File: src/rtl/bp_update_scheduler_pkg.sv
// Shared types and constants for the branch-predictor update scheduler.
// The queue entry is the {pc, taken} pair that the predictor trains on.
package bp_update_scheduler_pkg;

    localparam int BP_Q_DEPTH_WIDTH = 3;

    typedef struct packed {
        logic [31:0] pc;
        logic        taken;
    } bp_update_t;

endpackage

File: src/rtl/bp_outcome_fifo.sv
// Two-write / one-read circular queue of resolved branch outcomes.
// Lane 0 is older: when both lanes write, lane 0 lands at tail and lane 1 at tail+1.
module bp_outcome_fifo
    import bp_update_scheduler_pkg::*;
#(
    parameter int DEPTH_WIDTH = BP_Q_DEPTH_WIDTH
) (
    input  logic                 clk_in,
    input  logic                 rst_in,
    input  logic                 en,
    input  logic                 wr0_en,
    input  bp_update_t           wr0_data,
    input  logic                 wr1_en,
    input  bp_update_t           wr1_data,
    input  logic                 rd_en,
    output bp_update_t           rd_data,
    output logic [DEPTH_WIDTH:0] count
);

    localparam int DEPTH = 1 << DEPTH_WIDTH;

    bp_update_t             mem [DEPTH];
    logic [DEPTH_WIDTH-1:0] head;
    logic [DEPTH_WIDTH-1:0] tail;
    logic [DEPTH_WIDTH-1:0] tail_p1;
    logic                   first_en;
    logic                   second_en;
    bp_update_t             first_data;
    logic [1:0]             n_push;

    // A lone lane-1 write takes the tail slot so no bubble is left behind.
    assign first_en   = wr0_en | wr1_en;
    assign second_en  = wr0_en & wr1_en;
    assign first_data = wr0_en ? wr0_data : wr1_data;
    assign n_push     = {1'b0, wr0_en} + {1'b0, wr1_en};
    assign tail_p1    = tail + 1'b1;
    assign rd_data    = mem[head];

    always_ff @(posedge clk_in) begin
        if (!rst_in && en) begin
            if (first_en)  mem[tail]    <= first_data;
            if (second_en) mem[tail_p1] <= wr1_data;
        end
    end

    always_ff @(posedge clk_in) begin
        if (rst_in) begin
            head  <= '0;
            tail  <= '0;
            count <= '0;
        end else if (en) begin
            tail  <= tail + DEPTH_WIDTH'(n_push);
            if (rd_en) head <= head + 1'b1;
            count <= count + (DEPTH_WIDTH+1)'(n_push) - (DEPTH_WIDTH+1)'(rd_en);
        end
    end

endmodule

File: src/rtl/bp_update_scheduler.sv
// Buffers up to two committed branch outcomes per cycle and drains them one per
// cycle into the predictor update port; also keeps saturating perf counters.
module bp_update_scheduler
    import bp_update_scheduler_pkg::*;
#(
    parameter int DEPTH_WIDTH = BP_Q_DEPTH_WIDTH,
    parameter int CNT_WIDTH   = 32
) (
    input  logic                 clk_in,
    input  logic                 rst_in,
    input  logic                 rdy_in,
    input  logic                 c0_valid,
    input  logic [31:0]          c0_pc,
    input  logic                 c0_taken,
    input  logic                 c0_pred,
    input  logic                 c1_valid,
    input  logic [31:0]          c1_pc,
    input  logic                 c1_taken,
    input  logic                 c1_pred,
    output logic                 commit_ready,
    output logic                 update_control,
    output logic [31:0]          update_pc,
    output logic                 update_jump,
    output logic [CNT_WIDTH-1:0] branch_cnt,
    output logic [CNT_WIDTH-1:0] mispred_cnt
);

    localparam int DEPTH = 1 << DEPTH_WIDTH;

    logic [DEPTH_WIDTH:0] count;
    logic                 acc0;
    logic                 acc1;
    logic                 pop;
    bp_update_t           head_entry;
    logic [1:0]           n_br;
    logic [1:0]           n_mis;
    logic [CNT_WIDTH:0]   br_sum;
    logic [CNT_WIDTH:0]   mis_sum;

    // Deliberately ignores a same-cycle pop so commit_ready stays off the pop path.
    assign commit_ready = (count <= (DEPTH_WIDTH+1)'(DEPTH - 2));
    assign acc0         = rdy_in & commit_ready & c0_valid;
    assign acc1         = rdy_in & commit_ready & c1_valid;
    assign pop          = rdy_in & (count != '0);

    bp_outcome_fifo #(.DEPTH_WIDTH(DEPTH_WIDTH)) u_fifo (
        .clk_in   (clk_in),
        .rst_in   (rst_in),
        .en       (rdy_in),
        .wr0_en   (acc0),
        .wr0_data ('{pc: c0_pc, taken: c0_taken}),
        .wr1_en   (acc1),
        .wr1_data ('{pc: c1_pc, taken: c1_taken}),
        .rd_en    (pop),
        .rd_data  (head_entry),
        .count    (count)
    );

    always_ff @(posedge clk_in) begin
        if (rst_in) begin
            update_control <= 1'b0;
            update_pc      <= '0;
            update_jump    <= 1'b0;
        end else begin
            // Strobe drops while stalled so one entry never trains twice.
            update_control <= pop;
            if (pop) begin
                update_pc   <= head_entry.pc;
                update_jump <= head_entry.taken;
            end
        end
    end

    assign n_br    = {1'b0, acc0} + {1'b0, acc1};
    assign n_mis   = {1'b0, acc0 & (c0_pred != c0_taken)} + {1'b0, acc1 & (c1_pred != c1_taken)};
    assign br_sum  = {1'b0, branch_cnt}  + (CNT_WIDTH+1)'(n_br);
    assign mis_sum = {1'b0, mispred_cnt} + (CNT_WIDTH+1)'(n_mis);

    always_ff @(posedge clk_in) begin
        if (rst_in) begin
            branch_cnt  <= '0;
            mispred_cnt <= '0;
        end else begin
            branch_cnt  <= br_sum[CNT_WIDTH]  ? '1 : br_sum[CNT_WIDTH-1:0];
            mispred_cnt <= mis_sum[CNT_WIDTH] ? '1 : mis_sum[CNT_WIDTH-1:0];
        end
    end

endmodule

File: config.mk
export PLATFORM = sky130hd
export DESIGN_NAME = bp_update_scheduler
export DESIGN_NICKNAME = d
export VERILOG_FILES = /design/src/rtl/bp_update_scheduler_pkg.sv /design/src/rtl/bp_outcome_fifo.sv /design/src/rtl/bp_update_scheduler.sv
export SDC_FILE = /design/constraint.sdc
export NUM_CORES = 1
export LEC_CHECK = 0
export BUFFER_PORTS_ARGS = -buffer_cell sky130_fd_sc_hd__buf_2
export CAP_MARGIN = 5
export CORE_MARGIN = 1.5
export CORE_UTILIZATION = 60
export CTS_CLUSTER_DIAMETER = 150
export DETAILED_ROUTE_END_ITERATION = 10
export PLACE_DENSITY = 0.81
export SYNTH_ARGS = -nofsm -noshare
export SYNTH_HDL_FRONTEND = slang
export SYNTH_HIERARCHICAL = 1
export SYNTH_SLANG_ARGS = --single-unit
File: constraint.sdc
create_clock -name clk_in -period 6.2 [get_ports clk_in]
set_clock_uncertainty 0.05 [all_clocks]
set_input_delay 0.31 -clock clk_in [delete_from_list [all_inputs] [get_ports clk_in]]
set_output_delay 0.31 -clock clk_in [all_outputs]
set_load 0.02 [all_outputs]
==> flow_summary_export.csv <==
group,metric,value,unit
finish,multiInputGateArea,7355,um2
placement,dp_hpwl,26590,um
synthesis,synth-seq-area-share,0.5594,
synthesis,avgSynthCellArea,11.04,um2
synthesis,synth_top_family_by_area,"multiplexers",
routing,via_per_inst,6.240,
power,switching_share,0.2671,
global_route,grt_pass1_vias,13380,
power,pwr-share-seq,0.469,
synthesis,synth_top_cell_by_area,"edfxtp_1",
timing,worst_pin_slew,1071,ps
routing,wl_per_cell,20.50,um
synthesis,synth_warnings,6,
finish,fin_area,20340,um2
critical_path,worst_path_max_delay_cell,"o31ai_4",
clocking,clk_pin_slew,60,ps
synthesis,netlist_top_cells_area,"edfxtp_1, dfxtp_1, a21oi_1, mux4_2, nor2_1",
synthesis,syn_nets,1732,
timing,hold_viol,0,
synthesis,synth_edf_count,264,
synthesis,async_flop_share,0,
power,p_int,4.556,mW
synthesis,synth-simple-area-share,0.1240,
critical_path,reg2regPathDepth,9,
floorplan,core_area,29720,um2
power,p_comb_frac,0.169,
critical_path,cp.required,6340,ps
routing,vias,13460,
placement,place.gp.congestion,0.8488,
run_status,outcome,"complete, no violations",
clocking,cts-root-buf,"clkbuf_16",
finish,fillers,2115,
critical_path,rrSetupSlack,2280,ps
placement,placed_cell_area,19110,um2
floorplan,num_rows,63,
synthesis,synth_top_area_share,0.4369,
floorplan,ios,172,
floorplan,dieArea,31290,um2
power,leakage,7.321,nW
clocking,cts-resized-gates,0,
routing,drt_wl_total,44210,um
timing,setup_ws,2278,ps
routing,drt_iter0_markers,1377,
critical_path,path_max_fanout,22,
global_route,grt_use_total,0.2866,
timing,slew_violations,0,
critical_path,crit_chain,"nand3_1 -> and3b_1 -> and2_2 -> inv_1 -> ha_1 -> nor2_1 -> nand3_1 -> o31ai_4 -> buf_4",
synthesis,ys_ff_latch,375,
critical_path,crit_family,"simple AND/OR/NAND/NOR gates",
timing,tns,0,ps
critical_path,arrival,4060,ps
clocking,cts_setup_buffers,0,
synthesis,synth_area,18140,um2
routing,ant_nets,0,
flow_run,cap_violations,0,
timing,fmax,0.2550,GHz
synthesis,ys_types,56,
finish,seq_area,10150,um2
timing,period_minus_slack,3922,ps
finish,area_growth,12.13,%
power,p_per_area,305.5,nW/um2
finish,nNetsFinal,1824,
synthesis,yosys-mux-area-fraction,0.1251,
floorplan,initial_core_util,0.6105,
power,p_sw,1.660,mW
critical_path,crit_path_end_kind,"register",
hold_path,holdCritPathClass,"input port to register",
clocking,cts_tree,"yes",
synthesis,synth_common_cells,"a21oi_1, nor2_1, edfxtp_1",
timing,period_share,0.6326,
synthesis,synth_compound_area_frac,0.1122,
placement,dp_slack,2068,ps
synthesis,yosysMostFrequentCell,"a21oi_1",
clocking,h-tree-depth,2,
floorplan,die-height,176.9,um
clocking,clk_latency,540,ps
synthesis,syn_inst,1643,
timing,rsz0062_at_grt,"no",
global_route,grt_max_degree,98,
power,clock_power_share,0.362,
global_route,grt_pass1_wl,70060,um
routing,route.detailed.drc,0,
global_route,gr-total-overflow,0,
power,ir_worst_vdd,0.0002468,V
critical_path,start_kind,"register",
critical_path,r2r-end,"u_fifo/mem[1][20]",
floorplan,chipWidth,176.9,um
clocking,cts_hold_buffers,0,
routing,firstDrtPassIters,6,
critical_path,path_buf_inv,2,
critical_path,max_stage_delay,870,ps
global_route,antenna_found_initial,1,
synthesis,synth_fa_ha_area_frac,0.01228,
synthesis,synth-xor-area-share,0.02462,
hold_path,worstHoldStart,"rst_in",
finish,layout-drive-gt1-share,0.2163,
clocking,cts_buffers,39,
critical_path,path_common_cell,"nand3_1",
placement,portBuffers,171,
critical_path,critical_path_class,"register to register",
clocking,clkSinkCount,375,
clocking,clock_path_buffers,3,
timing,setup_viol,0,
timing,slew_headroom,0.2861,
hold_path,min_to,"u_fifo/tail[2]",
critical_path,r2r-start,"u_fifo/count[2]",
hold_path,worstHoldPathCells,2,
synthesis,synthFlopType,"edfxtp_1",
worst max path at each step:
stage / start / to / slack [ps] / depth (start not counted)
2_1_floorplan: u_fifo/count[2] / u_fifo/mem[1][0] / 1420 / 10
3_5_place_dp: rdy_in / u_fifo/mem[1][18] / 2070 / 9
3_3_place_gp: rdy_in / u_fifo/mem[0][19] / 2180 / 9
5_1_grt: u_fifo/count[2] / mispred_cnt[27] / 2020 / 13
4_1_cts: u_fifo/count[2] / u_fifo/mem[1][17] / 2260 / 9
6_report: u_fifo/count[2] / u_fifo/mem[1][20] / 2280 / 9
power groups by stage:
stage | Sequential [mW] | Clock [mW] | Combinational, mW
2_1_floorplan | 3.00 | 0 | 0.710
3_3_place_gp | 2.96 | 0 | 1.01
3_5_place_dp | 2.97 | 0 | 1.04
4_1_cts | 2.92 | 2.27 | 1.05
5_1_grt | 2.93 | 2.37 | 1.15
6_report | 2.92 | 2.25 | 1.05
placed cells by master, fill, tap and decap left out, drive strengths merged, types with 20 or more instances in the layout:
master,Yosys,final
mux2,34,34
xor2,20,20
mux2i,40,40
mux4,66,66
a21oi,354,354
buf,92,195
nor2,294,294
nand2,91,91
dfxtp,111,111
inv,21,22
clkbuf,52,56
edfxtp,264,264
xnor2,31,31
nand3,32,32
stage by stage:
stage                     power (mW)  utilization  hold WS [ps]  instances
after global routing           6.451       0.6845         78.01       2156
after detailed placement       4.011       0.6432         394.6       2084
after global placement         3.972       0.6432         388.6       2084
after CTS                      6.244       0.6845         63.29       2156
after floorplan                3.710            -         404.1       1643
final                          6.216       0.6846         85.86       2157
logic make-up (layout without fill, tap and decap cells):
kind of cell	Yosys count	in the layout
AOI/OAI and AO/OA	391	391
DFF	375	375
adders and majority gates	16	16
other	0	1
and+or+nand+nor	505	505
xor gates and xnor gates	51	51
muxes	140	140
buffers and inverters	165	288
sequential cells by signal, summed over array words and instances (netlist names), 3 cells and up, named ones only:
name and flops:
branch_cnt 32, update_pc 32, u_fifo/head 3, u_fifo/count 4, mispred_cnt 32, u_fifo/tail 3
u_fifo/mem 264
area by class of cell:
type | count | share of cell area
Timing Repair Buffer | 195 | 0.05105
Clock inverter | 16 | 0.005535
Clock buffer | 56 | 0.05480
Tap cell | 390 | 0.02399
Antenna cell | 1 | 0.0001230
Sequential cell | 375 | 0.4991
Multi-Input combinational cell | 1103 | 0.3615
Inverter | 21 | 0.003875
metal layers:
metal | wire, um | track usage | vias up
li1 | - | - | 6146
met1 | 16820 | 0.3678 | 6454
met2 | 22270 | 0.4931 | 769
met3 | 4143 | 0.05176 | 90
met4 | 980 | 0.09428 | 0
met5 | 0 | 0 | -
Power figures use the tool's default switching activity.
